`src/rtl/ring_osc_freq_meter.sv`:
```
// Ring oscillator frequency meter: gates the oscillator, synchronises its output
// and counts rising edges over a programmable window of clk cycles.
module ring_osc_freq_meter #(
  parameter int unsigned GATE_W        = 16,
  parameter int unsigned CNT_W         = 16,
  parameter int unsigned SYNC_STAGES   = 2,
  parameter int unsigned SETTLE_CYCLES = 4
) (
  input  logic              clk,
  input  logic              rst_n,
  input  logic              start,
  input  logic [GATE_W-1:0] gate_len,
  input  logic              osc_in,
  output logic              osc_en,
  output logic              busy,
  output logic              done,
  output logic [CNT_W-1:0]  count,
  output logic              overflow
);

  localparam int unsigned SET_W = (SETTLE_CYCLES > 1) ? $clog2(SETTLE_CYCLES) : 1;
  localparam logic [CNT_W-1:0] CNT_MAX = '1;

  typedef enum logic [1:0] {IDLE, SETTLE, MEASURE, DONE} state_e;

  state_e             state_q, state_d;
  logic [GATE_W-1:0]  gate_q, gate_d;
  logic [GATE_W-1:0]  win_q, win_d;
  logic [SET_W-1:0]   settle_q, settle_d;
  logic [CNT_W-1:0]   edge_cnt_q, edge_cnt_d;
  logic               ovf_q, ovf_d;
  logic               osc_en_q, osc_en_d;
  logic               busy_q, busy_d;
  logic               done_q, done_d;
  logic [CNT_W-1:0]   count_q, count_d;
  logic               overflow_q, overflow_d;

  logic [SYNC_STAGES-1:0] sync_q;
  logic                   hist_q;
  logic                   edge_c;
  logic [CNT_W-1:0]       edge_cnt_inc;
  logic                   ovf_inc;

  // Synchroniser chain plus one history flop for rising-edge detection
  always_ff @(posedge clk or negedge rst_n) begin
    if (!rst_n) begin
      sync_q <= '0;
      hist_q <= 1'b0;
    end else begin
      sync_q <= {sync_q[SYNC_STAGES-2:0], osc_in};
      hist_q <= sync_q[SYNC_STAGES-1];
    end
  end

  assign edge_c = sync_q[SYNC_STAGES-1] & ~hist_q;

  // Saturating edge counter update for the current cycle
  always_comb begin
    edge_cnt_inc = edge_cnt_q;
    ovf_inc      = ovf_q;
    if (edge_c) begin
      if (edge_cnt_q == CNT_MAX) begin
        ovf_inc = 1'b1;
      end else begin
        edge_cnt_inc = edge_cnt_q + CNT_W'(1);
      end
    end
  end

  always_comb begin
    state_d    = state_q;
    gate_d     = gate_q;
    win_d      = win_q;
    settle_d   = settle_q;
    edge_cnt_d = edge_cnt_q;
    ovf_d      = ovf_q;
    osc_en_d   = osc_en_q;
    busy_d     = busy_q;
    done_d     = 1'b0;
    count_d    = count_q;
    overflow_d = overflow_q;

    case (state_q)
      IDLE: begin
        if (start) begin
          state_d    = SETTLE;
          gate_d     = gate_len;
          settle_d   = '0;
          edge_cnt_d = '0;
          ovf_d      = 1'b0;
          osc_en_d   = 1'b1;
          busy_d     = 1'b1;
        end
      end
      SETTLE: begin
        if (settle_q == SET_W'(SETTLE_CYCLES - 1)) begin
          if (gate_q == '0) begin
            state_d    = DONE;
            osc_en_d   = 1'b0;
            done_d     = 1'b1;
            count_d    = edge_cnt_q;
            overflow_d = ovf_q;
          end else begin
            state_d = MEASURE;
            win_d   = gate_q;
          end
        end else begin
          settle_d = settle_q + SET_W'(1);
        end
      end
      MEASURE: begin
        edge_cnt_d = edge_cnt_inc;
        ovf_d      = ovf_inc;
        win_d      = win_q - GATE_W'(1);
        // Last window cycle: its own edge is folded into the latched result
        if (win_q == GATE_W'(1)) begin
          state_d    = DONE;
          osc_en_d   = 1'b0;
          done_d     = 1'b1;
          count_d    = edge_cnt_inc;
          overflow_d = ovf_inc;
        end
      end
      DONE: begin
        state_d = IDLE;
        busy_d  = 1'b0;
      end
      default: begin
        state_d  = IDLE;
        osc_en_d = 1'b0;
        busy_d   = 1'b0;
      end
    endcase
  end

  always_ff @(posedge clk or negedge rst_n) begin
    if (!rst_n) begin
      state_q    <= IDLE;
      gate_q     <= '0;
      win_q      <= '0;
      settle_q   <= '0;
      edge_cnt_q <= '0;
      ovf_q      <= 1'b0;
      osc_en_q   <= 1'b0;
      busy_q     <= 1'b0;
      done_q     <= 1'b0;
      count_q    <= '0;
      overflow_q <= 1'b0;
    end else begin
      state_q    <= state_d;
      gate_q     <= gate_d;
      win_q      <= win_d;
      settle_q   <= settle_d;
      edge_cnt_q <= edge_cnt_d;
      ovf_q      <= ovf_d;
      osc_en_q   <= osc_en_d;
      busy_q     <= busy_d;
      done_q     <= done_d;
      count_q    <= count_d;
      overflow_q <= overflow_d;
    end
  end

  assign osc_en   = osc_en_q;
  assign busy     = busy_q;
  assign done     = done_q;
  assign count    = count_q;
  assign overflow = overflow_q;

endmodule

```
`config.mk`:
```
export PLATFORM = sky130hd
export DESIGN_NAME = ring_osc_freq_meter
export DESIGN_NICKNAME = d
export VERILOG_FILES = /design/src/rtl/ring_osc_freq_meter.sv
export SDC_FILE = /design/constraint.sdc
export NUM_CORES = 1
export LEC_CHECK = 0
export ABC_AREA = 1
export BUFFER_PORTS_ARGS = -buffer_cell sky130_fd_sc_hd__buf_2
export CAP_MARGIN = 25
export CORE_ASPECT_RATIO = 1.4
export CORE_MARGIN = 4
export CORE_UTILIZATION = 54
export CTS_CLUSTER_SIZE = 16
export DETAILED_ROUTE_END_ITERATION = 7
export HOLD_SLACK_MARGIN = 0.1
export PLACE_DENSITY_LB_ADDON = 0.2
export SYNTH_ARGS = -nofsm -noshare
export SYNTH_HDL_FRONTEND = slang
export SYNTH_SLANG_ARGS = --single-unit
```
`constraint.sdc`:
```
create_clock -name clk -period 1.5 [get_ports clk]
set_input_delay 0 -clock clk [delete_from_list [all_inputs] [get_ports clk]]
set_output_delay 0 -clock clk [all_outputs]
set_load 0.005 [all_outputs]
```
==> impl_results.md, run 1 <==
- Yosys reg bits: 76
- Reg-to-Reg Start: edge_cnt_q[0]$_DFFE_PN0P_
- Setup WS post-layout: -0.284 ns
- Drt wl/cell: 19.1 um
- Cell taking the most area after synthesis: dfrtp_1
- Number of cells on the critical path: 10
- First-pass GRT wire length: 22.2 mm
- Mean Syn Cell Area: 7.02 um2
- CP endpoint kind: register
- Num CTS Buffers: 9
- Drt total wl: 17.0 mm
- Least-Margin Pin Slew: 0.488 ns
- Crit share post-route: 1.19
- Synth warn: 0
- Reg2Reg Depth: 10
- Initial DRC Count: 574
- Top cell family by delay on the critical path: simple AND/OR/NAND/NOR gates
- Fill cells: 381
- Reg clk slew, reported paths: 0.09 ns
- Max FO, Critical Path: 20
- Share of layout cells above drive strength 1: 0.410
- Placed cell count: 829
- Core ar.: 0.00775 mm2
- R2R setup slack: -0.28 ns
- Netlist cell types: 34
- P_leak: 3.12 nW
- Rel. slew slack: 0.675
- Worst EP required: 1.80 ns
- Pre-antenna DRT Iters: 5
- Max cap viols: 0
- Max stage delay on crit path: 0.37 ns
- Worst setup path start: edge_cnt_q[0]$_DFFE_PN0P_
- Mux contribution to synthesized area: 0
- Area delta synth->final: 55.1%
- Post-synth net total: 638
- Pin count of the biggest net entering global routing: 37
- Compound-gate portion of the synthesized area: 0.105
- Worst hold slack: 0.126 ns
- Tmin final: 1.78 ns
- DRC: 0
- Most common cell after layout, fill and taps aside: nand2_1
- Min-Delay Path Class: primary input to asynchronous set/reset pin
- PD cells: 2030 mW/mm2
- Failing checks: setup timing
- Critical Path AT: 2.09 ns
- CTS H-tree lvls: 3
- Remaining global-route overflow: 0
- N_diodes: 0
- Final setup violating endpoints: 57
- Area of the multi-input gates: 0.00266 mm2
- Overall Power: 13.5 mW
- Critical Path, Cell by Cell: ha_2 > nand2_2 > nor2_4 > nand4_1 > buf_6 > nand3b_1 > nand2_1 > nor2_2 > nor2_1 > nor2_1
- TritonCTS clock tree: done
- Skew final: 0.0160 ns
- Max VDD drop: 1.75 mV
- Via density: 6.03
- Final nets: 816
- Reg2Reg Capture Point: count[1]$_DFFE_PN0P_
- Top cell type's share of synthesized area: 0.444
- Total die area: 0.00944 mm2
- Outcome: finished with violations
- Vias in the first global route: 4865
- Final hold viol count: 0
- GR Util All Layers: 0.295
- Largest family of logic cells by synthesized area: simple AND/OR/NAND/NOR gates
- Max-slew violation count: 0
- Non-filler cells, final: 892
- Gpl congestion: 0.921
- Sequential area share after synthesis: 0.444
- Initial Util: 0.552
- Cells after synthesis: 610
- Worst skew pair latency: 0.38 ns
- Vias: 5383
- Most frequent cells in the layout: nand2_1 (165), buf_4 (96), dfrtp_1 (75), nor2_1 (61), inv_1 (40)
- Max clock buf depth: 2
- Most used cell, CP: nor2_1
- RSZ-0062 raised after global routing: yes
- Remaining antenna violation count: 0
- Post-Syn Area: 0.00428 mm2
- Post-synthesis simple-gate area fraction: 0.351
- Row cnt: 38
- Chip width: 83.3 um
- Boundary pin count: 40
- Ranking of synthesized cells by area: dfrtp_1 (44%), nand2_1 (17%), nor2_1 (8.9%)
- CP max-delay cell: dfrtp_1
- Root buf cell: clkbuf_8
- Clk sink count: 76
- Max Fclk: 561 MHz
- Die H: 113 um
- Buffer and inverter count on the worst path: 1
- Initial antenna violation count: 0
- Critical path class: register to register
- Synth Area in XOR/XNOR: 0.00409
- FF/Latch Area: 0.00190 mm2
- Hpwl dp: 8.63 mm
- Setup crit start kind: register
- Port bufs: 39
- Area share of fa/ha/maj cells after synthesis: 0.0234
## where the power goes
group	total (mW)	internal (mW)	switching, mW	leakage [nW]
logic	8.64	3.80	4.84	2.07
registers	3.35	2.80	0.554	0.963
clock network	1.47	0.679	0.789	0.0893
## how the worst max path moves through the flow
stage                                 to  slack, ns
2_1_floorplan      count[11]$_DFFE_PN0P_      0.003
3_5_place_dp       count[13]$_DFFE_PN0P_      -0.20
4_1_cts            count[14]$_DFFE_PN0P_      -0.14
5_1_grt        edge_cnt_q[0]$_DFFE_PN0P_      -0.39
6_report            count[1]$_DFFE_PN0P_      -0.28
3_3_place_gp       win_q[13]$_DFFE_PN0P_      -0.16
## stage by stage
step           area, um2  TNS [ns]   util  worst slack (ns)
6_report            6640     -8.05  0.857            -0.284
4_1_cts             6060     -2.82  0.781            -0.141
3_5_place_dp        5330     -5.61  0.688            -0.200
3_3_place_gp        5330     -3.77  0.688            -0.158
2_1_floorplan       4320         0      -           0.00326
5_1_grt             6640    -12.42  0.857            -0.387
## cells in the mapped netlist
library cell,n
nand2_4,1
nand2_1,193
nand4_1,6
inv_2,1
clkbuf_1,10
o21ai_0,44
xor2_1,1
inv_1,54
nor3_1,4
nor4_1,2
nand2_2,2
buf_8,1
o211ai_1,3
a31oi_1,1
a21oi_1,21
inv_6,1
xnor2_1,1
o221ai_1,1
o21a_1,2
nor2_2,6
nand3b_1,2
a21o_1,1
nor2_1,101
ha_1,8
nand3_1,48
o22ai_1,1
buf_1,2
a211oi_1,1
a21oi_4,1
nor2_4,1
dfrtp_1,76
buf_2,7
a22oi_1,2
o21ai_1,4
## layer usage
metal | wire [um] | GRT usage
met4 | 1650 | 0.168
met5 | 0 | 0
met1 | 5430 | 0.303
met2 | 8630 | 0.544
met3 | 1330 | 0.0685
## layout make-up
cell class                      count  share of cell area
Timing Repair Buffer              185               0.230
Multi-Input combinational cell    459               0.401
Sequential cell                    76               0.287
Inverter                           56              0.0369
Clock inverter                      2             0.00151
Timing Repair inverter              1             0.00132
Tap cell                          100              0.0188
Clock buffer                       13              0.0239
## cells by family (layout without fill, tap and decap cells)
kind of cell / count (synthesis) / count (layout)
buffers and inverters: 76 / 257
and+or+nand+nor: 366 / 367
xor gates and xnor gates: 2 / 2
DFF: 76 / 76
AOI/OAI and AO/OA: 82 / 82
adders and majority gates: 8 / 8
## worst reg2reg max path: stages, from the launching register on
cell      delay [ns]
dfrtp_1         0.37
ha_2            0.22
nand2_2         0.09
nor2_4          0.15
nand4_1         0.15
buf_6           0.21
nand3b_1        0.11
nand2_1         0.10
nor2_2          0.16
nor2_1          0.06
nor2_1          0.11
## flip-flops by register name, summed over array words and instances, names as in the netlist
name,flops
busy,1
count,16
done,1
edge_cnt_q,16
gate_q,16
hist_q,1
osc_en,1
overflow,1
ovf_q,1
settle_q,2
state_q,2
sync_q,2
win_q,16
## what timing repair did
action,in CTS,in global routing
gates resized for setup,96,127
gates cloned,2,0
hold buffers,18,0
endpoints found under the hold margin,93,0
buffers inserted,10,22
pin swaps,26,51
endpoints found under the setup margin,56,59
Power figures use the tool's default switching activity.
==> inputs of run 2 (changes only) <==
==> constraint.sdc (replaced) <==
create_clock -name clk -period 1.5 [get_ports clk]
set_input_delay 0.225 -clock clk [delete_from_list [all_inputs] [get_ports clk]]
set_output_delay 0.225 -clock clk [all_outputs]
set_load 0.005 [all_outputs]
==> run 2 against run 1 <==
Clock skew barely moved. Final cell count is 1.2% lower. The run still ends with setup timing left. Largest power group unchanged. Critical path depth did not move. Non-clock buffer count down 11. First-iteration DRC count decreased by 32%.
==> impl_results.md, run 2 (same netlist as run 1, synthesis figures left out) <==
- Boundary pin count: 40 (unchanged)
- Fill cells: 466 (+22%)
- Max clock buf depth: 2 (unchanged)
- Num CTS Buffers: 9 (unchanged)
- CP max-delay cell: dfrtp_1
- Final nets: 805 (-1.3%)
- Remaining antenna violation count: 0 (unchanged)
- Top cell family by delay on the critical path: simple AND/OR/NAND/NOR gates
- PD cells: 1870 mW/mm2 (-7.7%)
- Setup WS post-layout: -0.270 ns (+0.0140 ns)
- Max stage delay on crit path: 0.42 ns (+0.05 ns)
- Area of the multi-input gates: 0.00256 mm2 (-3.6%)
- Chip width: 83.3 um (unchanged)
- Hpwl dp: 8.45 mm (-2.0%)
- Total die area: 0.00944 mm2 (unchanged)
- Rel. slew slack: 0.725 (+0.0500)
- Max Fclk: 565 MHz (+0.79%)
- Reg-to-Reg Start: edge_cnt_q[1]$_DFFE_PN0P_
- Drt total wl: 14.6 mm (-14%)
- GR Util All Layers: 0.282 (-0.0130)
- Critical Path, Cell by Cell: ha_4 > nand2_2 > nor2_4 > nand4_1 > buf_6 > buf_6 > a21oi_2 > nor2_2 > nor2_1 > nor2_1
- Initial antenna violation count: 0 (unchanged)
- Finished Cell Area: 0.00639 mm2 (-3.7%)
- Hold Path End: gate_q[15]$_DFFE_PN0P_
- N_diodes: 0 (unchanged)
- Hold path depth: 3
- Most common cell after layout, fill and taps aside: nand2_1
- HP Start: gate_len[15]
- Buffer and inverter count on the worst path: 2 (+1)
- Crit share post-route: 1.18 (-0.00934)
- TritonCTS clock tree: done
- RSZ-0062 raised after global routing: yes
- Core ar.: 0.00775 mm2 (unchanged)
- Critical Path AT: 2.03 ns (-0.06 ns)
- Max VDD drop: 1.30 mV (-26%)
- Initial Util: 0.552 (unchanged)
- CTS H-tree lvls: 3 (unchanged)
- R2R setup slack: -0.27 ns (about the same)
- Pin count of the biggest net entering global routing: 77 (+110%)
- Critical path class: register to register
- FF/Latch Area: 0.00190 mm2 (unchanged)
- Row cnt: 38 (unchanged)
- Failing checks: setup timing
- Die H: 113 um (unchanged)
- Root buf cell: clkbuf_8
- DRC: 0 (unchanged)
- Outcome: finished with violations
- Most frequent cells in the layout: nand2_1 (169), buf_4 (97), dfrtp_1 (75), nor2_1 (56), inv_1 (44)
- Vias in the first global route: 4758 (-2.2%)
- Reg2Reg Capture Point: count[4]$_DFFE_PN0P_
- Max-slew violation count: 0 (unchanged)
- Worst skew pair latency: 0.38 ns (about the same)
- Least-Margin Pin Slew: 0.413 ns (-0.0750 ns)
- Overall Power: 12.0 mW (-11%)
- Max cap viols: 0 (unchanged)
- Clk sink count: 76 (unchanged)
- Min-Delay Path Class: primary input to register
- Skew final: 0.0159 ns (-0.000127 ns)
- Drt wl/cell: 16.6 um (-13%)
- Reg2Reg Depth: 10 (unchanged)
- Gpl congestion: 0.901 (-2.2%)
- Remaining global-route overflow: 0 (unchanged)
- Share of layout cells above drive strength 1: 0.398 (-0.0121)
- P_leak: 3.05 nW (-2.3%)
- Via density: 5.73 (-5.1%)
- Initial DRC Count: 392 (-32%)
- Tmin final: 1.77 ns (-0.0140 ns)
- Vias: 5044 (-6.3%)
- Area delta synth->final: 49.4%
- Final hold viol count: 0 (unchanged)
- Max FO, Critical Path: 5 (-75%)
- Worst EP required: 1.76 ns (-0.04 ns)
- Placed cell area: 0.00533 mm2 (about the same)
- Reg clk slew, reported paths: 0.09 ns (about the same)
- Setup crit start kind: register
- Pre-antenna DRT Iters: 5 (unchanged)
- Final setup violating endpoints: 50 (-12%)
- First-pass GRT wire length: 21.2 mm (-4.2%)
- CP endpoint kind: register
- Port bufs: 39 (unchanged)
[run 2: cell count changes in the layout (fill, tap and decap cells not counted), sizes merged]
| cell | delta |
|---|---|
| clkbuf | +1 |
| clkinv | -3 |
| dlygate4sd3 | -1 |
| buf | -10 |
| inv | +2 |
[run 2: worst max-delay path by stage]
| stage | to | start | cells past startpoint |
|---|---|---|---|
| floorplan | count[11]$_DFFE_PN0P_ | state_q[0]$_DFFE_PN0P_ | 10 |
| finish | count[4]$_DFFE_PN0P_ | edge_cnt_q[1]$_DFFE_PN0P_ | 10 |
| detailed placement | count[13]$_DFFE_PN0P_ | win_q[9]$_DFFE_PN0P_ | 9 |
| global placement | count[10]$_DFFE_PN0P_ | win_q[8]$_DFFE_PN0P_ | 9 |
| global route | edge_cnt_q[4]$_DFFE_PN0P_ | edge_cnt_q[1]$_DFFE_PN0P_ | 11 |
| CTS | count[13]$_DFFE_PN0P_ | win_q[9]$_DFFE_PN0P_ | 9 |
[run 2: final cells by class]
| cell class | instances | share of cell area |
|---|---|---|
| clock buffers | 14 | 0.0286 |
| repair inverters | 1 | 0.000978 |
| inverters | 56 | 0.0356 |
| multi-input cells | 459 | 0.401 |
| repair buffers | 174 | 0.216 |
| flip-flops and latches | 76 | 0.298 |
| clock inverters | 1 | 0.000783 |
| well taps | 100 | 0.0196 |
[run 2: through the flow]
| step | TNS [ns] | hold WS [ns] | worst slack [ns] | cells | util |
|---|---|---|---|---|---|
| 5_1_grt | -11.17 | 0.125 | -0.331 | 881 | 0.825 |
| 2_1_floorplan | 0 | -0.0706 | 0.00326 | 610 | - |
| 3_3_place_gp | -4.37 | 0.276 | -0.165 | 827 | 0.687 |
| 4_1_cts | -3.11 | 0.106 | -0.136 | 868 | 0.768 |
| 6_report | -6.85 | 0.102 | -0.270 | 881 | 0.825 |
| 3_5_place_dp | -6.15 | 0.278 | -0.222 | 827 | 0.687 |
[run 2: power by group]
group,switching (mW),internal [mW],total [mW]
Combinational,3.98,3.12,7.10
Sequential,0.520,2.80,3.32
Clock,0.778,0.772,1.55
Total,5.28,6.69,12.0
[run 2: timing repair]
item | 4_1_cts | 5_1_grt
setup endpoints to repair | 52 | 59
cloned | 2 | 3
resized for setup | 70 | 121
setup buffers | 8 | 11
hold endpoints to repair | 92 | 0
hold buffers | 17 | 0
pin swaps | 25 | 36
[run 2: worst reg2reg max path, cell delays in order, from the launching register on]
cell,delay [ns]
dfrtp_1,0.42
ha_4,0.16
nand2_2,0.06
nor2_4,0.16
nand4_1,0.14
buf_6,0.17
buf_6,0.14
a21oi_2,0.17
nor2_2,0.08
nor2_1,0.11
nor2_1,0.05
[run 2: routing by layer]
metal | vias to the layer above | global-route usage | part of all wire
met3 | 95 | 0.0328 | 0.064
met1 | 2352 | 0.293 | 0.34
met2 | 312 | 0.528 | 0.52
met5 | - | 0 | 0
met4 | 0 | 0.186 | 0.070
li1 | 2285 | - | -
